[config.mk]
export PLATFORM = sky130hd
export DESIGN_NAME = sample_window
export DESIGN_NICKNAME = d
export VERILOG_FILES = /design/src/rtl/sample_window.sv
export SDC_FILE = /design/constraint.sdc
export NUM_CORES = 1
export LEC_CHECK = 0
export BUFFER_PORTS_ARGS = -buffer_cell sky130_fd_sc_hd__buf_4
export CORE_MARGIN = 1
export CORE_UTILIZATION = 35
export DETAILED_ROUTE_END_ITERATION = 8
export PLACE_DENSITY_LB_ADDON = 0.25
export REMOVE_ABC_BUFFERS = 1
export SYNTH_ARGS = -nofsm -noshare
export SYNTH_HDL_FRONTEND = slang
export SYNTH_SLANG_ARGS = --single-unit
[constraint.sdc]
create_clock -name CLK100MHZ -period 8.1 [get_ports CLK100MHZ]
set_input_delay 1.62 -clock CLK100MHZ [delete_from_list [all_inputs] [get_ports CLK100MHZ]]
set_output_delay 1.62 -clock CLK100MHZ [all_outputs]
set_load 0.02 [all_outputs]
[src/rtl/sample_window.sv]
// Sample buffer and 4-tap window feeder for the moving-average filter.
// Bursty input is queued in a FIFO and released one sample per tick.
module sample_window #(
    parameter int DATA_W     = 8,
    parameter int FIFO_DEPTH = 8,
    parameter int TICK_DIV   = 100
) (
    input  logic                            CLK100MHZ,
    input  logic                            reset_n,
    input  logic signed [DATA_W-1:0]        in_data,
    input  logic                            in_valid,
    output logic                            in_ready,
    input  logic                            flush,
    output logic signed [DATA_W-1:0]        current,
    output logic signed [DATA_W-1:0]        delay,
    output logic signed [DATA_W-1:0]        delay2,
    output logic signed [DATA_W-1:0]        delay3,
    output logic                            start,
    output logic                            primed,
    output logic [$clog2(FIFO_DEPTH):0]     fifo_count
);

    localparam int AW = $clog2(FIFO_DEPTH);
    localparam int CW = AW + 1;
    localparam int TW = (TICK_DIV > 1) ? $clog2(TICK_DIV) : 1;

    localparam logic [0:0] FILL = 1'b0;
    localparam logic [0:0] RUN  = 1'b1;

    logic [DATA_W-1:0] mem [FIFO_DEPTH];
    logic [AW-1:0]     wr_ptr;
    logic [AW-1:0]     rd_ptr;
    logic [TW-1:0]     tick_cnt;
    logic [1:0]        fill_cnt;
    logic [0:0]        state;
    logic              tick;
    logic              push;
    logic              pop;

    assign tick     = (tick_cnt == TW'(TICK_DIV - 1));
    // Registered count only: a full FIFO refuses even if a pop happens now.
    assign in_ready = (fifo_count < CW'(FIFO_DEPTH)) && !flush;
    assign push     = in_valid && in_ready;
    assign pop      = tick && (fifo_count != '0);

    always_ff @(posedge CLK100MHZ) begin
        if (push)
            mem[wr_ptr] <= in_data;
    end

    always_ff @(posedge CLK100MHZ or negedge reset_n) begin
        if (!reset_n)
            tick_cnt <= '0;
        else if (flush || tick)
            tick_cnt <= '0;
        else
            tick_cnt <= tick_cnt + 1'b1;
    end

    always_ff @(posedge CLK100MHZ or negedge reset_n) begin
        if (!reset_n) begin
            wr_ptr     <= '0;
            rd_ptr     <= '0;
            fifo_count <= '0;
        end else if (flush) begin
            wr_ptr     <= '0;
            rd_ptr     <= '0;
            fifo_count <= '0;
        end else begin
            if (push)
                wr_ptr <= wr_ptr + 1'b1;
            if (pop)
                rd_ptr <= rd_ptr + 1'b1;
            if (push && !pop)
                fifo_count <= fifo_count + 1'b1;
            else if (pop && !push)
                fifo_count <= fifo_count - 1'b1;
        end
    end

    always_ff @(posedge CLK100MHZ or negedge reset_n) begin
        if (!reset_n) begin
            current  <= '0;
            delay    <= '0;
            delay2   <= '0;
            delay3   <= '0;
            start    <= 1'b0;
            primed   <= 1'b0;
            fill_cnt <= '0;
            state    <= FILL;
        end else if (flush) begin
            current  <= '0;
            delay    <= '0;
            delay2   <= '0;
            delay3   <= '0;
            start    <= 1'b0;
            primed   <= 1'b0;
            fill_cnt <= '0;
            state    <= FILL;
        end else if (pop) begin
            current <= mem[rd_ptr];
            delay   <= current;
            delay2  <= delay;
            delay3  <= delay2;
            unique case (state)
                FILL: begin
                    // Fourth shift completes the first window.
                    if (fill_cnt == 2'd3) begin
                        state    <= RUN;
                        primed   <= 1'b1;
                        start    <= 1'b1;
                        fill_cnt <= '0;
                    end else begin
                        fill_cnt <= fill_cnt + 1'b1;
                        start    <= 1'b0;
                    end
                end
                RUN: start <= 1'b1;
                default: start <= 1'b0;
            endcase
        end else begin
            start <= 1'b0;
        end
    end

endmodule

### Yosys cells after proc, flatten, opt, wreduce, memory -nomap -nowiden

Memory sizes are Yosys's and may differ from the RTL's.
Cells that the tools add are included.

* register bits: 54
* bits in writable memories: 64
* word-level logic and storage cells: 73
* memories: 1

* add/sub/neg operators: 6
* order comparisons: 1
* eq/ne operators: 3
* mux-type cells: 33
* bitwise gates (word level): 1
* reduce and logical (&&, ||, !) cells: 16

Memory list
* mem: words 8, width 8, read ports 1, clocked after memory_dff 0, write ports 1, line 30 `logic [DATA_W-1:0] mem [FIFO_DEPTH];`

Operators with widths (count)
* two-way mux 8 bit: 8
* two-way mux 1 bit: 12
* two-way mux 3 bit: 4
* two-way mux 4 bit: 3
* two-way mux 2 bit: 4
* adder 7 x 1 -> 7 bit (second input constant): 1
* equality test 7 bit (second input constant): 1
* two-way mux 7 bit: 1
* adder 3 x 1 -> 3 bit (second input constant): 2
* nonzero test 2 bit: 3
* logical AND 1 bit: 5
* adder 4 x 1 -> 4 bit (second input constant): 1
* less-than comparator 4 bit (second input constant): 1
* nonzero test 4 bit: 1
* subtractor 4 x 1 -> 4 bit (second input constant): 1
* zero test 1 bit: 3
* AND reduction 3 bit: 1
* nonzero test 3 bit: 1
* adder 2 x 1 -> 2 bit (second input constant): 1
* equality test 2 bit (second input constant): 1
* inequality test 2 bit (second input constant): 1
* case mux 1 bit (2 select lines): 1
* AND reduction 2 bit: 1
* logical OR 1 bit: 1
* inverter 1 bit: 1

### Logic depth before layout (Yosys ltp)

* depth in word-level cells: 8
* mapped depth: 10
* depth with buffers taken out: 9

### Worst setup path before layout

No wires, ideal clock.

* path kind: input -> output
* from: in flush
* to: out in_ready
* arrival: 2.601 ns
* required time: 6.480 ns
* setup slack: 3.879 ns
* stages on the path: 4
* path through: clkbuf_1 > clkbuf_1 > clkbuf_1 > nor2_1

* longest elaborated chain between the ends: 2

RTL lines
* from (decl): line 13 `input logic flush,`
* zero test 1 bit: line 42 `assign in_ready = (fifo_count < CW'(FIFO_DEPTH)) && !flush;`
* logical AND 1 bit: line 42
* to (decl): line 12 `output logic in_ready,`

No other way between the ends.

### Worst setup path after layout

Same ends and word-level chain as after synthesis.

==> flow_summary.toml <==
[run_status]
status = "complete, no violations"

[drt]
post_drt_wl_per_cell_um = 16.04
vias = 3005
dr.first_iter.drc_count = 210
drc = 0
avgViaCountPerCell = 4.926
routed_wl_um = 9785
first_pass_iters = 4
postRouteAntennaNets = 0

[cells_and_area]
multi_input_area_mm2 = 0.001431
layout-drive-gt1-share_pct = 20.74
regArea_mm2 = 0.003273
fillers = 1223
utilization_pct = 44.17
final_nets = 441
final_cell_mix = "64 x edfxtp_1, 59 x nand2_1, 54 x dfrtp_1, 53 x buf_4, 32 x a21oi_1"
antennaDiodeCount = 0
final_common_cell = "edfxtp_1"
syn_to_final_growth_pct = 21.73

[pwr]
p_sw_share_pct = 21.15
intPower_mw = 1.113
power_frac_clock_pct = 49.2
vdd_drop_max_mv = 0.1540
p_comb_share_pct = 4.3
powerDensity_mw_per_mm2 = 239.5
share_seq_of_total_power_pct = 46.5
leakage_nw = 2.252
power.switching_mw = 0.2987

[die]
initial_core_util_pct = 36.29
die_y_um = 119.6
die_area_mm2 = 0.01431
core_mm2 = 0.01335
rows = 42
die_w_um = 119.6
ios = 51

[cts]
insertion_delay_ns = 0.41
cts_sinks = 118
cts-root-buf = "clkbuf_16"
cts_resized = 0
clk_pin_slew_worst_paths_ns = 0.05
postCtsSetupBuffers = 0
cts_tree = "done"
h-tree-depth = 4
hold_buffers = 0
clockBufferDepth = 2
cts_made_buffers = 17

[synthesis]
synth_cells = 374
async_flop_share_pct = 45.76
synth.distinct_cells = 38
synth_edf_count = 64
avgSynthCellArea_um2 = 12.95
synth_area_leaders = "edfxtp_1 40%, dfrtp_1 28%, nand2_1 4.6%"
yosys_register_bits = 118
synthFlopType = "edfxtp_1"
yosysWarnings = 0
netlist.area_leader.share_pct = 39.68
seq_area_frac_synth_pct = 67.58
synth.cell_area_mm2 = 0.004843
yosysTopAreaCell = "edfxtp_1"

[grt]
grtUsageTotal_pct = 14.68
grt_pass1_wl_um = 15790
antenna_found_initial = 0
grt_max_degree = 56
first_global_vias = 2832
grt-ovfl-total = 0

[worst_setup_path]
cp-start-kind = "input pin"
path_cells = "buf_4, nor2_1, buf_4"
required_ns = 6.48
reg2reg_slack_ns = 5.11
crit_arrival_ns = 2.38
max_stage_delay_ns = 0.44
critPathCaptureType = "primary output"
path_buf_inv = 2
critPathTopFamily = "buffers and inverters"
crit_path_frequent_cell = "buf_4"
critPathSlowestCell = "buf_4"
cp_max_fo = 55
path_class = "in -> out"

[timing]
finClkSkew_ns = 0.01077
fmax_mhz = 250.1
setup_viol = 0
drv_slew = 0
worst_pin_slew_ns = 1.294
relSlewSlack_pct = 13.70
rsz0062_at_grt = "no"
fin_crit_ns = 3.999
period_share_pct = 49.37
hold_viol_final = 0
fin_setup_tns_ns = 0

[min_path]
min-delay-path-class = "reg -> reg"

[placement]
io_buffers = 50
place_hpwl_um = 6350
place.gp.congestion = 0.7317

[flow_run]
maxCapViolCount = 0
## power by group through the flow
| stage | Clock [mW] | Sequential, mW | Combinational [mW] |
|---|---|---|---|
| after floorplan | 0 | 0.667 | 0.0271 |
| after global placement | 0 | 0.667 | 0.0609 |
| after detailed placement | 0 | 0.667 | 0.0629 |
| after CTS | 0.711 | 0.656 | 0.0634 |
| after global routing | 0.736 | 0.657 | 0.0689 |
| final | 0.695 | 0.656 | 0.0614 |
## registers in the layout, summed over array words and instances (netlist names)
signal      cells
delay3          8
rd_ptr          3
state           1
primed          1
fifo_count      4
wr_ptr          3
mem            64
fill_cnt        2
start           1
current         8
tick_cnt        7
delay2          8
delay           8
## synthesized netlist by cell type, types with 7 or more instances
library cell	instances
a21oi_1	32
o22ai_1	8
mux2i_1	17
edfxtp_1	64
clkbuf_1	14
nor2_1	28
a211oi_1	8
nand2_1	59
inv_1	7
nor3_1	14
mux4_2	8
dfrtp_1	54
## kinds of logic (layout without fill, tap and decap cells)
group / count (synthesis) / after routing / share of synthesized area (%)
flip-flops: 118 / 118 / 67.58
XOR/XNOR: 9 / 9 / 1.627
adder cells (fa/ha/maj): 7 / 7 / 1.963
AND/OR/NAND/NOR: 126 / 126 / 11.68
multiplexers: 25 / 25 / 7.233
buffers and inverters: 31 / 91 / 2.868
AO/OA/AOI/OAI: 58 / 58 / 7.053
## worst paths after layout
check                         startpoint       endpoint  cells past startpoint
setup / recovery                   flush       in_ready                      3
hold / removal               tick_cnt[0]    tick_cnt[0]                      1
setup reg to reg           fifo_count[3]  fifo_count[3]                      9
hold reg to reg              tick_cnt[0]    tick_cnt[0]                      1
max in group asynchronous        reset_n     current[7]                      1
min in group asynchronous        reset_n      delay3[5]                      1
## through the flow
stage          setup WS [ns]  cells  power (mW)  area, um2  hold slack [ns]
4_1_cts                4.103    610       1.430       5896           0.4869
3_5_place_dp           4.046    579      0.7298       5349           0.4822
3_3_place_gp           4.109    579      0.7280       5349           0.4788
5_1_grt                4.046    610       1.462       5896           0.5094
6_report               4.101    610       1.412       5896           0.4810
2_1_floorplan          4.567    350      0.6944       4731           0.4531
## final cells by class
class | count | share of cell area [%]
flip-flops and latches | 118 | 55.52
multi-input cells | 225 | 24.28
clock buffers | 20 | 7.407
repair buffers | 53 | 6.749
well taps | 176 | 3.735
clock inverters | 11 | 1.868
inverters | 7 | 0.4457
## layer usage
metal / vias to the layer above / track usage [%] / part of all wire, %
met5: - / 0 / 0
met4: 0 / 6.875 / 1.0
met3: 10 / 4.230 / 6.5
met2: 95 / 21.13 / 46
met1: 1446 / 20.36 / 47
li1: 1454 / - / -
Power figures use the tool's default switching activity.
